`src/rtl/control_sequencer_if.sv`:
```
// Memory bus between the control sequencer (master) and its memory (slave).
interface control_sequencer_if #(
    parameter int ADDR_W = 5
);
    logic              mem_req;
    logic              mem_we;
    logic [ADDR_W-1:0] mem_addr;
    logic [7:0]        mem_wdata;
    logic              mem_ready;
    logic [7:0]        mem_rdata;

    modport master (
        output mem_req, mem_we, mem_addr, mem_wdata,
        input  mem_ready, mem_rdata
    );

    modport slave (
        input  mem_req, mem_we, mem_addr, mem_wdata,
        output mem_ready, mem_rdata
    );
endinterface

```
`src/rtl/control_sequencer.sv`:
```
// Accumulator-machine control sequencer: fetches 8-bit instructions over a
// ready-handshaked memory bus, drives an external combinational ALU and
// keeps PC, IR, AC, DR and the zero flag.
module control_sequencer #(
    parameter int          ADDR_W   = 5,
    parameter int unsigned RESET_PC = 0
) (
    input  logic                      clk,
    input  logic                      rst,
    input  logic                      start,
    control_sequencer_if.master       mem_bus,
    output logic [7:0]                alu_ac,
    output logic [7:0]                alu_dr,
    output logic [2:0]                alu_sel,
    input  logic [7:0]                alu_result,
    output logic [ADDR_W-1:0]         pc,
    output logic                      z,
    output logic                      halted
);

    typedef enum logic [2:0] {
        IDLE, FETCH, DECODE, READ, EXEC, WRITE, HALT
    } state_t;

    typedef enum logic [2:0] {
        OP_ADD = 3'b000,
        OP_SUB = 3'b001,
        OP_XOR = 3'b010,
        OP_SHL = 3'b011,
        OP_LDA = 3'b100,
        OP_STA = 3'b101,
        OP_CMA = 3'b110,
        OP_HLT = 3'b111
    } opcode_t;

    state_t            state;
    state_t            state_next;
    logic [7:0]        ir;
    logic [7:0]        ac;
    logic [7:0]        dr;
    opcode_t           opcode;
    logic [ADDR_W-1:0] operand;

    assign opcode  = opcode_t'(ir[7:5]);
    assign operand = ir[ADDR_W-1:0];

    assign alu_ac            = ac;
    assign alu_dr            = dr;
    assign mem_bus.mem_wdata = ac;
    assign halted            = (state == HALT);

    // State register; reset wins over every transition.
    always_ff @(posedge clk) begin
        if (rst) begin
            state <= IDLE;
        end else begin
            state <= state_next;
        end
    end

    // Next-state and bus/ALU controls; controls depend on registered state only.
    always_comb begin
        state_next       = state;
        mem_bus.mem_req  = 1'b0;
        mem_bus.mem_we   = 1'b0;
        mem_bus.mem_addr = operand;
        alu_sel          = 3'b111;
        case (state)
            IDLE: begin
                if (start) begin
                    state_next = FETCH;
                end
            end
            FETCH: begin
                mem_bus.mem_req  = 1'b1;
                mem_bus.mem_addr = pc;
                if (mem_bus.mem_ready) begin
                    state_next = DECODE;
                end
            end
            DECODE: begin
                case (opcode)
                    OP_ADD, OP_SUB, OP_XOR, OP_LDA: state_next = READ;
                    OP_SHL, OP_CMA:                 state_next = EXEC;
                    OP_STA:                         state_next = WRITE;
                    OP_HLT:                         state_next = HALT;
                    default:                        state_next = HALT;
                endcase
            end
            READ: begin
                mem_bus.mem_req = 1'b1;
                if (mem_bus.mem_ready) begin
                    state_next = (opcode == OP_LDA) ? FETCH : EXEC;
                end
            end
            EXEC: begin
                alu_sel    = ir[7:5];
                state_next = FETCH;
            end
            WRITE: begin
                mem_bus.mem_req = 1'b1;
                mem_bus.mem_we  = 1'b1;
                if (mem_bus.mem_ready) begin
                    state_next = FETCH;
                end
            end
            HALT: begin
                state_next = HALT;
            end
            default: begin
                state_next = IDLE;
            end
        endcase
    end

    // Datapath registers; nothing moves while a bus phase waits on mem_ready.
    always_ff @(posedge clk) begin
        if (rst) begin
            pc <= ADDR_W'(RESET_PC);
            ir <= '0;
            ac <= '0;
            dr <= '0;
            z  <= 1'b0;
        end else begin
            case (state)
                FETCH: begin
                    if (mem_bus.mem_ready) begin
                        ir <= mem_bus.mem_rdata;
                        pc <= pc + ADDR_W'(1);
                    end
                end
                READ: begin
                    if (mem_bus.mem_ready) begin
                        if (opcode == OP_LDA) begin
                            ac <= mem_bus.mem_rdata;
                            z  <= (mem_bus.mem_rdata == 8'h00);
                        end else begin
                            dr <= mem_bus.mem_rdata;
                        end
                    end
                end
                EXEC: begin
                    ac <= alu_result;
                    z  <= (alu_result == 8'h00);
                end
                default: begin
                end
            endcase
        end
    end

endmodule

```
`src/flat_wrapper.sv`:
```
// flat-port wrapper written by rule: the top's interface ports become plain ports
module control_sequencer_flat 
#(
    parameter int          ADDR_W   = 5,
    parameter int unsigned RESET_PC = 0
)
  (clk, rst, start, alu_ac, alu_dr, alu_sel, alu_result, pc, z, halted, mem_bus_mem_req, mem_bus_mem_we, mem_bus_mem_addr, mem_bus_mem_wdata, mem_bus_mem_ready, mem_bus_mem_rdata);
  control_sequencer_if #(.ADDR_W(ADDR_W)) mem_bus_i ();
  input  logic clk;
  input  logic rst;
  input  logic start;
  output logic [7:0] alu_ac;
  output logic [7:0] alu_dr;
  output logic [2:0] alu_sel;
  input  logic [7:0] alu_result;
  output logic [ADDR_W-1:0] pc;
  output logic z;
  output logic halted;
  output wire logic [$bits(mem_bus_i.mem_req)-1:0] mem_bus_mem_req;
  output wire logic [$bits(mem_bus_i.mem_we)-1:0] mem_bus_mem_we;
  output wire logic [$bits(mem_bus_i.mem_addr)-1:0] mem_bus_mem_addr;
  output wire logic [$bits(mem_bus_i.mem_wdata)-1:0] mem_bus_mem_wdata;
  input wire logic [$bits(mem_bus_i.mem_ready)-1:0] mem_bus_mem_ready;
  input wire logic [$bits(mem_bus_i.mem_rdata)-1:0] mem_bus_mem_rdata;
  assign mem_bus_mem_req = mem_bus_i.mem_req;
  assign mem_bus_mem_we = mem_bus_i.mem_we;
  assign mem_bus_mem_addr = mem_bus_i.mem_addr;
  assign mem_bus_mem_wdata = mem_bus_i.mem_wdata;
  assign mem_bus_i.mem_ready = mem_bus_mem_ready;
  assign mem_bus_i.mem_rdata = mem_bus_mem_rdata;
  control_sequencer #(.ADDR_W(ADDR_W), .RESET_PC(RESET_PC)) u_core (.clk(clk), .rst(rst), .start(start), .mem_bus(mem_bus_i), .alu_ac(alu_ac), .alu_dr(alu_dr), .alu_sel(alu_sel), .alu_result(alu_result), .pc(pc), .z(z), .halted(halted));
endmodule
```
`config.mk`:
```
export PLATFORM = sky130hd
export DESIGN_NAME = control_sequencer_flat
export DESIGN_NICKNAME = d
export VERILOG_FILES = /design/src/rtl/control_sequencer_if.sv /design/src/rtl/control_sequencer.sv /design/src/flat_wrapper.sv
export SDC_FILE = /design/constraint.sdc
export NUM_CORES = 1
export LEC_CHECK = 0
export BUFFER_PORTS_ARGS = -buffer_cell sky130_fd_sc_hd__buf_2
export CAP_MARGIN = 0
export CELL_PAD_IN_SITES_DETAIL_PLACEMENT = 0
export CELL_PAD_IN_SITES_GLOBAL_PLACEMENT = 1
export CORE_ASPECT_RATIO = 0.7
export CORE_UTILIZATION = 30
export CTS_CLUSTER_DIAMETER = 80
export DETAILED_ROUTE_END_ITERATION = 10
export PLACE_DENSITY = 0.79
export SLEW_MARGIN = 40
export SYNTH_ARGS = -nofsm -noshare
export SYNTH_HDL_FRONTEND = slang
export SYNTH_SLANG_ARGS = --single-unit
```
`constraint.sdc`:
```
create_clock -name clk -period 1.6 [get_ports clk]
set_input_delay 0.24 -clock clk [delete_from_list [all_inputs] [get_ports clk]]
set_output_delay 0.24 -clock clk [all_outputs]
set_load 0.005 [all_outputs]
```
After elaboration in Yosys (flattened, before gate mapping):

Memory sizes are Yosys's and may differ from the RTL's. A register that Yosys moved wholly into a read port is not among the register bits.
Cells that the tools add are included.
Widths: inputs -> output; s select.

* add/subtract/negate cells: 1
* $mul: 0
* div/mod/pow operators: 0
* order comparisons: 0
* eq/ne operators: 12
* shifts and indexed selects: 0
* multiplexer cells: 18
* bitwise logic cells: 1
* reduce and logical (&&, ||, !) cells: 9

Operator list (number)
* $mux 3: 8
* $pmux 3 s7: 1
* $logic_not 8->1: 2
* $mux 8: 2
* $pmux 8 s2: 1
* $eq 3x3->1 const B: 4
* $ne 2x2->1 const B: 4
* $eq 3x2->1 const B: 2
* $reduce_and 3->1: 2
* $add 5x1->5 const B: 1
* $mux 5: 1
* $mux 1: 4
* $reduce_and 4->1: 1
* $eq 3x1->1 const B: 1
* $logic_not 3->1: 1
* $reduce_or 3->1: 1
* $ne 2x1->1 const B: 1
* $pmux 1 s2: 1
* $reduce_and 2->1: 1
* $reduce_bool 2->1: 1
* $not 1->1: 1

* register bits: 33
* bits in latches: 0
* bits in writable memories: 0
* bits in read-only memories: 24
* logic and storage cells: 48
* memories kept: 1

Memory list
* (name not given): words 8, width 3, read ports 1, clocked after Yosys merged registers in 1, write ports 0, RTL line control_sequencer.sv:82 `case (opcode)`

Logic depth before layout (Yosys ltp):

* depth after elaboration: 4
* mapped depth: 6
* depth with buffers taken out: 4

Worst setup path before layout:

OpenSTA, ideal clock, no wires.

* path type: register to output
* start point: reg u_core.state[2]
* end point: out mem_bus_mem_addr[0]
* data arrival time: 1281 ps
* slack: 79 ps
* cell stages (with the launch flop): 6
* path buffers: 2
* cells stage by stage: dfxtp_1 -> buf_4 -> nor2b_1 -> and2_1 -> clkbuf_1 -> mux2_2

* longest elaborated chain between the ends: 2

RTL lines
* start, declared: RTL line control_sequencer.sv:36 `state_t state;`
* start signal, assigned: RTL line control_sequencer.sv:57 `state <= state_next;`
* $eq 3x1->1: RTL line control_sequencer.sv:68 `case (state)`
* $mux 5: RTL line control_sequencer.sv:68
* end, declared: RTL line flat_wrapper.sv:21 `output wire logic [$bits(mem_bus_i.mem_addr)-1:0] mem_bus_mem_addr;`

Every way passes these cells.

Worst setup path in the final report:

Same ends and word-level chain as after synthesis.

==> results.yml <==
outcome:
  status: "finished, violations left"
  violations: "negative setup slack"
route:
  routedWlPerCell_um: 13.8
  dr.pass1.iters: 4
  drc: 0
  vias: 1664
  drt_iter0_drc: 96
  ant_nets: 0
  drt_wl_total_mm: 4.76
  vias_per_cell: 4.84
yosys:
  synth_seq_cells: 36
  netlist_top_cells_area: "dfxtp_1, mux2i_1, nor2_1"
  synth_top_area_share_pct: 39.1
  synth_warnings: 0
  netlist_instances: 199
  synth_area_per_cell_um2: 9.26
  synth_nets: 220
  yosys.cell_types.count: 42
  synth_top_area_cell: "dfxtp_1"
  synth_area_um2: 1840
  ys_seq_area_share_pct: 39.1
timing:
  finalCritPeriodShare_pct: 104
  fin_worst_skew_ns: 0.00285
  setup_viol: 7
  worst_pin_slew_ns: 0.358
  fmax_mhz: 599
  worst_slack_ns: -0.0691
  maxSlewHeadroom_pct: 75.9
  rsz0062_at_grt: "yes"
  fin_tns_setup_ns: -0.340
  hold_viol_final: 0
  period_needed_ns: 1.67
  slew_violations: 0
critical_path:
  worstPathMaxFanout: 7
  rrSetupSlack_ns: 0.10
  crit_arrival_ns: 1.43
  start_kind: "register"
  crit_path_end_kind: "output pin"
  required_ns: 1.36
  r2r-start: "u_core.state[0]"
  crit_path_start: "u_core.state[2]"
  critical_path_class: "register to output pin"
pwr:
  total_power_mw: 1.95
  p_leak_nw: 1.06
  powerDensity_nw_per_um2: 788
  ir_worst_vdd_mv: 0.385
global_route:
  track_usage_pct: 15.0
  grt_max_degree: 27
  overflow: 0
  antenna_found_initial: 0
  first_global_vias: 1502
  grt_pass1_wl_mm: 7.25
place:
  port-buffer-count: 60
  dp_hpwl_mm: 3.33
  globalplace.congestion: 0.756
cts:
  clk_pin_slew_worst_paths_ns: 0.07
  clk_path_buf_depth: 2
  numCtsBuffers: 5
  clock_latency_ns: 0.29
  clock_sinks: 36
  cts_hold_buf: 0
  htreeDepth: 2
  cts-root-buf: "clkbuf_8"
  cts_tree: "built"
layout:
  drive_gt1_share_pct: 41.6
  multi_input_area_um2: 1020
  nets: 289
  diodes: 0
  fill_cells: 606
  synthToLayoutAreaGrowth_pct: 34.2
  register_area_um2: 727
min_path:
  min_from: "mem_bus_mem_rdata[1]"
  hold_path_class: "primary input to register"
die:
  pin_count: 61
  initial_core_util_pct: 31.7
  die_y_um: 67.6
  die_w_um: 95.7
  rows: 23
  coreArea_um2: 5810
  die_area_um2: 6460
flow_run:
  max_cap_violations: 0
repair_timing:
action                                  in CTS  in global routing
resized for setup                           18                  7
setup buffers                                3                  4
gates cloned                                 0                  1
endpoints found under the setup margin       7                 16
pin swaps                                    1                  1
routing by layer:
layer  share of wire [%]  wire length [um]  vias up  global-route usage, %
li1                    -                 -      826                      -
met1                  50              2370      780                   19.5
met2                  43              2040       53                   23.7
met3                 6.3               300        5                   3.94
met4                 1.1                51        0                   6.16
met5                   0                 0        -                      0
placed cells by master (no fill, tap or decap), types with 2 or more instances in the layout:
cell type,count
clkbuf_8,6
dfxtp_2,2
buf_6,7
nor3_1,4
a211oi_1,7
buf_4,17
nor2_1,23
inv_1,3
nand2b_1,5
nand3_1,2
o21ai_0,3
mux2_4,5
o21bai_4,2
buf_12,2
mux2i_1,17
nand2_1,20
xor2_1,6
nor2_2,2
or4_1,2
nor3b_1,2
nand4_1,4
a21oi_1,14
buf_2,55
nand4bb_2,2
dfxtp_1,33
a211oi_2,3
flip-flops by register name, summed over array words and instances, names as in the netlist, named ones only:
signal,cells
u_core.alu_ac,8
u_core.alu_dr,8
u_core.ir,8
u_core.pc,5
u_core.state,3
u_core.z,1
logic make-up (layout without fill, tap and decap cells):
kind of cell / after synthesis / in the layout / synth area share (%)
buffers and inverters: 23 / 92 / 8.90
AO/OA/AOI/OAI: 33 / 34 / 12.2
XOR/XNOR: 7 / 7 / 3.33
AND/OR/NAND/NOR: 76 / 76 / 22.9
multiplexers: 23 / 23 / 12.8
adder cells (fa/ha/maj): 1 / 1 / 0.679
flip-flops: 36 / 36 / 39.1
worst max-delay path, stage by stage, from the launching register on:
cell and delay (ns):
dfxtp_4 0.37, nor2b_4 0.11, and2_4 0.21, mux2_4 0.32
buf_6 0.12
final cells by class:
type,count,area share [%]
clock buffer,7,3.49
clock inverter,1,0.304
inverter,3,0.456
multi-input combinational,141,41.4
sequential,36,29.4
tap,75,3.80
timing repair buffer,81,21.1
synthesized netlist by cell type, drive strengths merged:
library cell and n:
dfxtp 36, nor2 25, nand2 20, mux2i 18, buf 16, a21oi 14, a211oi 10, xor2 6
mux2 5, nand2b 5, nor3 5, clkbuf 4, nand4 4, inv 3, nor3b 3, o21ai 3
and2 2, nand3 2, nand4bb 2, or4 2, a31o 1, a31oi 1, and3 1, and4bb 1
ha 1, nand3b 1, nor2b 1, nor4 1, o21a 1, o21bai 1, o22ai 1, o31ai 1
or3 1, xnor2 1
final timing paths:
path | cells past startpoint | to
worst min register to register | 2 | u_core.ir[4]
worst max register to register | 5 | register
worst max-delay path | 4 | mem_bus_mem_addr[0]
worst min-delay path | 3 | u_core.ir[1]
where the power goes:
| part | internal [mW] | switching, mW |
|---|---|---|
| logic | 0.152 | 0.156 |
| clock network | 0.350 | 0.342 |
| registers | 0.920 | 0.0247 |
| total | 1.42 | 0.523 |
through the flow:
| stage | area (um^2) | cells | setup WS, ns | hold WS [ns] | utilization (%) |
|---|---|---|---|---|---|
| after floorplan | 1840 | 199 | 0.0792 | 0.376 | - |
| after global placement | 2210 | 328 | 0.0691 | 0.450 | 38.1 |
| after detailed placement | 2210 | 328 | 0.0740 | 0.452 | 38.1 |
| after CTS | 2400 | 339 | -0.0599 | 0.209 | 41.3 |
| after global routing | 2470 | 344 | -0.108 | 0.212 | 42.5 |
| final | 2470 | 344 | -0.0691 | 0.216 | 42.5 |
No activity file was read; power rests on OpenSTA's default activity.
